[config.mk]
export PLATFORM = sky130hd
export DESIGN_NAME = os_16bit_split
export DESIGN_NICKNAME = d
export VERILOG_FILES = /design/src/rtl/os_16bit_split.sv
export SDC_FILE = /design/constraint.sdc
export NUM_CORES = 1
export LEC_CHECK = 0
export BUFFER_PORTS_ARGS = -buffer_cell sky130_fd_sc_hd__buf_2
export CELL_PAD_IN_SITES_DETAIL_PLACEMENT = 0
export CELL_PAD_IN_SITES_GLOBAL_PLACEMENT = 1
export CORE_ASPECT_RATIO = 1.75
export CORE_MARGIN = 4
export CORE_UTILIZATION = 47
export CTS_CLUSTER_SIZE = 20
export DETAILED_ROUTE_END_ITERATION = 16
export PLACE_DENSITY = 0.84
export SYNTH_ARGS = -nofsm -noshare
export SYNTH_HDL_FRONTEND = slang
export SYNTH_SLANG_ARGS = --single-unit
[constraint.sdc]
create_clock -name clk -period 2.92 [get_ports clk]
set_input_delay 0.438 -clock clk [delete_from_list [all_inputs] [get_ports clk]]
set_output_delay 0.438 -clock clk [all_outputs]
set_load 0.1 [all_outputs]
[src/rtl/os_16bit_split.sv]
// Splits 16-bit GF(2) operand pairs into Karatsuba lo/hi/mid 8-bit beats.
// Latency push->first beat 2 cycles; beats hold under out_ready=0, in_ready=0 when FIFO full.
module os_16bit_split #(
    parameter int IN_DEPTH = 2
) (
    input  logic        clk,
    input  logic        rst,
    input  logic        in_valid,
    output logic        in_ready,
    input  logic [15:0] a,
    input  logic [15:0] b,
    output logic        out_valid,
    input  logic        out_ready,
    output logic [7:0]  x,
    output logic [7:0]  w,
    output logic [1:0]  tag,
    output logic        last,
    output logic [7:0]  op_cnt
);

    localparam int AW = (IN_DEPTH > 1) ? $clog2(IN_DEPTH) : 1;
    localparam int CW = $clog2(IN_DEPTH + 1);

    typedef enum logic [1:0] {IDLE, S_LO, S_HI, S_MID} state_t;

    state_t         state_q, state_d;
    logic [31:0]    mem [IN_DEPTH];
    logic [AW-1:0]  wr_ptr, rd_ptr;
    logic [CW-1:0]  count;
    logic           full, empty, push, pop;
    logic [15:0]    ra, rb;
    logic [31:0]    head;

    function automatic logic [AW-1:0] ptr_inc(input logic [AW-1:0] p);
        return (p == AW'(IN_DEPTH - 1)) ? '0 : p + AW'(1);
    endfunction

    assign full     = (count == CW'(IN_DEPTH));
    assign empty    = (count == '0);
    assign in_ready = !full;
    // Full blocks the push even if a pop frees a slot this same cycle.
    assign push     = in_valid && !full;
    assign head     = mem[rd_ptr];

    always_ff @(posedge clk) begin
        if (push) begin
            mem[wr_ptr] <= {a, b};
        end
    end

    always_ff @(posedge clk or posedge rst) begin
        if (rst) begin
            wr_ptr <= '0;
            rd_ptr <= '0;
            count  <= '0;
        end else begin
            if (push) begin
                wr_ptr <= ptr_inc(wr_ptr);
            end
            if (pop) begin
                rd_ptr <= ptr_inc(rd_ptr);
            end
            count <= count + CW'(push) - CW'(pop);
        end
    end

    always_comb begin
        state_d   = state_q;
        pop       = 1'b0;
        out_valid = 1'b0;
        x         = '0;
        w         = '0;
        tag       = 2'b00;
        last      = 1'b0;
        case (state_q)
            IDLE: begin
                if (!empty) begin
                    pop     = 1'b1;
                    state_d = S_LO;
                end
            end
            S_LO: begin
                out_valid = 1'b1;
                x         = ra[7:0];
                w         = rb[7:0];
                tag       = 2'b00;
                if (out_ready) begin
                    state_d = S_HI;
                end
            end
            S_HI: begin
                out_valid = 1'b1;
                x         = ra[15:8];
                w         = rb[15:8];
                tag       = 2'b01;
                if (out_ready) begin
                    state_d = S_MID;
                end
            end
            S_MID: begin
                out_valid = 1'b1;
                x         = ra[7:0] ^ ra[15:8];
                w         = rb[7:0] ^ rb[15:8];
                tag       = 2'b10;
                last      = 1'b1;
                // Chain straight into the next set so sustained rate is one beat per cycle.
                if (out_ready) begin
                    if (!empty) begin
                        pop     = 1'b1;
                        state_d = S_LO;
                    end else begin
                        state_d = IDLE;
                    end
                end
            end
        endcase
    end

    always_ff @(posedge clk or posedge rst) begin
        if (rst) begin
            state_q <= IDLE;
            ra      <= '0;
            rb      <= '0;
            op_cnt  <= '0;
        end else begin
            state_q <= state_d;
            if (pop) begin
                ra <= head[31:16];
                rb <= head[15:0];
            end
            if (state_q == S_MID && out_ready) begin
                op_cnt <= op_cnt + 8'd1;
            end
        end
    end

endmodule

==> results.txt <==
final RePlAce weighted congestion -> 0.7342
area of the multi-input gates -> 1678 um^2
Setup CP Type -> reg -> out
DR pass1 iterations -> 5
endpoint type of the worst setup path -> output port
clk_skew -> 0.003587 ns
setup ws final -> 0.1448 ns
Final Max Tran Viols -> 0
Final Hold Viols -> 0
met1 GRT Util -> 17.76%
Post-CTS Setup Bufs -> 0
root buf cell -> clkbuf_16
GR Layer Usage met3 -> 3.684%
number of gates resized after cts -> 0
chip width -> 84 um
Fillers -> 821
Nets -> 431
antenna cells -> 0
Rows -> 48
setup total negative slack -> 0 ns
DRC violations left -> 0
CP startpoint kind -> flop
Min Clock Period, post-route -> 2.775 ns
synthesis-to-layout area growth -> 18.33%
gr ovfl total -> 0
RSZ-0062 raised after global routing -> false
Mean Syn Cell Area -> 15.03 um^2
HPWL Detailed -> 6060 um
H-tree depth -> 3
worst path required time -> 2.48 ns
clk_lat worst skew -> 0.34 ns
hold_buf cts -> 0
Routed wire per std cell -> 16.93 um
Worst Path Max Fanout -> 10
Mapped Area -> 4751 um^2
mux share of post-synthesis cell area -> 16.28%
Worst Max-Slew Pin Slew -> 0.9639 ns
layout cell share with drive strength beyond 1 -> 44.73%
total number of vias -> 2722
Slew HR -> 35.74%
syn nets -> 362
clock-pin slew on the worst setup and hold paths -> 0.07 ns
xor/xnor share of the synthesized area -> 3.134%
Clock Path Buffers -> 2
CTS tree -> built
GRT met2 Usage -> 26.69%
Core Region -> 9849 um^2
Synth Area in Adders -> 2.634%
pin count of the biggest net entering global routing -> 47
Initial Util -> 48.23%
first-pass GRT wire length -> 14470 um
IO Port Bufs -> 64
GRT busiest layer -> met2
total wire length -> 8701 um
Final ANT Viol Nets -> 0
Peak Freq -> 360.3 MHz
Final setup viols -> 0
sequential fraction of the synthesis area -> 64.68%
status -> finished clean
Iteration-0 DRC Markers -> 131
DR vias/cell -> 5.296
cells after synthesis -> 316
largest family of logic cells by synthesized area -> multiplexers
worst hold path type -> in -> reg
Arrival @ worst endpoint -> 2.34 ns
period utilisation layout -> 95.04%
Die Y -> 141 um
# clock sinks -> 110
register area -> 3073 um^2
Die ar. -> 11840 um^2
compound-cell area share of the yosys netlist -> 5.741%
Total GRT Usage -> 15.72%
Max Cap Violations -> 0
post-synthesis register bit count -> 110
vias in the first global route -> 2880
IO Count -> 65
Simple-Gate Fraction of Synth Area -> 5.504%
yosys warns -> 0
Num CTS Buffers -> 9
commonest non-fill, non-tap cells in the layout -> 64 x buf_2, 64 x edfxtp_1, 57 x mux2_2
Yosys cell types -> 31
antenna violations before repair -> 0
pre-CTS setup slack -> 0.4743 ns
-- per-layer routing --
metal,up-vias,routed length [um],share of wire (%)
li1,1285,-,-
met3,24,347,4.0
met4,0,420,4.8
met5,-,0,0
met1,1350,3362,39
met2,63,4570,53
-- synth_stat cells --
master     count  area [um^2]
inv_1          5        18.77
nor2_1         3        11.26
nand2_1        9        33.78
dfrtp_1       46         1151
ha_1          10        125.1
a21oi_1       16        80.08
a211oi_4       1        20.02
buf_2          2        10.01
nand3b_1       1        7.510
a22oi_1        6        45.04
nand4_1        1        6.260
and3_2         1        7.510
nand2_2        1        6.260
nand2b_1       1        6.260
buf_6          3        33.78
a2bb2oi_1      1        8.760
or3b_2         1        8.760
edfxtp_1      64         1922
clkbuf_1       8        30.03
xnor2_1        6        52.55
buf_1          1        3.750
xor2_1        11        96.34
mux2_1         1        11.26
mux2_4         8        120.1
nor3_1         3        15.01
mux2_2        57        641.9
o21ai_0       22        110.1
nand3_1        3        15.01
and3_1         3        18.77
nor2b_1       20        125.1
o221ai_1       1        8.760
-- final cells by class --
| type | count | share of cell area, % |
|---|---|---|
| clock buffer | 12 | 4.385 |
| inverter | 5 | 0.3339 |
| multi-input combinational | 187 | 29.85 |
| sequential | 110 | 54.66 |
| clock inverter | 3 | 0.7790 |
| tap | 125 | 2.782 |
| timing repair buffer | 72 | 7.211 |
-- through the flow --
step | hold slack (ns) | cells | area, um^2 | util, %
2_1_floorplan | 0.4748 | 316 | 4831 | -
3_3_place_gp | 0.4517 | 499 | 5321 | 54.03
3_5_place_dp | 0.4568 | 499 | 5321 | 54.03
4_1_cts | 0.2726 | 514 | 5612 | 56.97
5_1_grt | 0.2726 | 514 | 5622 | 57.08
6_report | 0.2843 | 514 | 5622 | 57.08
-- logic make-up after synthesis --
family	count (synthesis)
simple gates	47
flops	110
mux	66
xor+xnor	17
buf+inv	19
compound gates	47
fa+ha+maj	10
-- registers in the layout, summed over array words and instances, names as in the netlist --
name and cells:
rb 16, ra 16, rd_ptr 1, count 2, mem 64, state_q 2
op_cnt 8, wr_ptr 1
-- path summary, 6_finish.rpt --
kind | start | endpoint | slack (ns) | depth (start not counted)
setup / recovery | state_q[0]$_DFFE_PP0P_ | w[2] | 0.14 | 6
hold / removal | a[9] | mem[0][25]$_DFFE_PP_ | 0.28 | 1
setup reg to reg | state_q[1]$_DFFE_PP0P_ | count[1]$_DFF_PP0_ | 0.69 | 8
hold reg to reg | op_cnt[7]$_DFFE_PP0P_ | op_cnt[7]$_DFFE_PP0P_ | 0.46 | 1
max in group asynchronous | rst | op_cnt[1]$_DFFE_PP0P_ | 1.99 | 2
min in group asynchronous | rst | rb[3]$_DFFE_PP0P_ | 0.31 | 2
-- critical path: stages (launching register included) --
cell and delay [ns]:
dfrtp_1 0.45, inv_1 0.18, ha_1 0.41, buf_4 0.23
o21ai_0 0.15, a21oi_4 0.14, buf_2 0.43
Power is left out: the tool's default activity adds up to more than one toggle a clock period on the data nets, which glitch-free logic cannot reach.
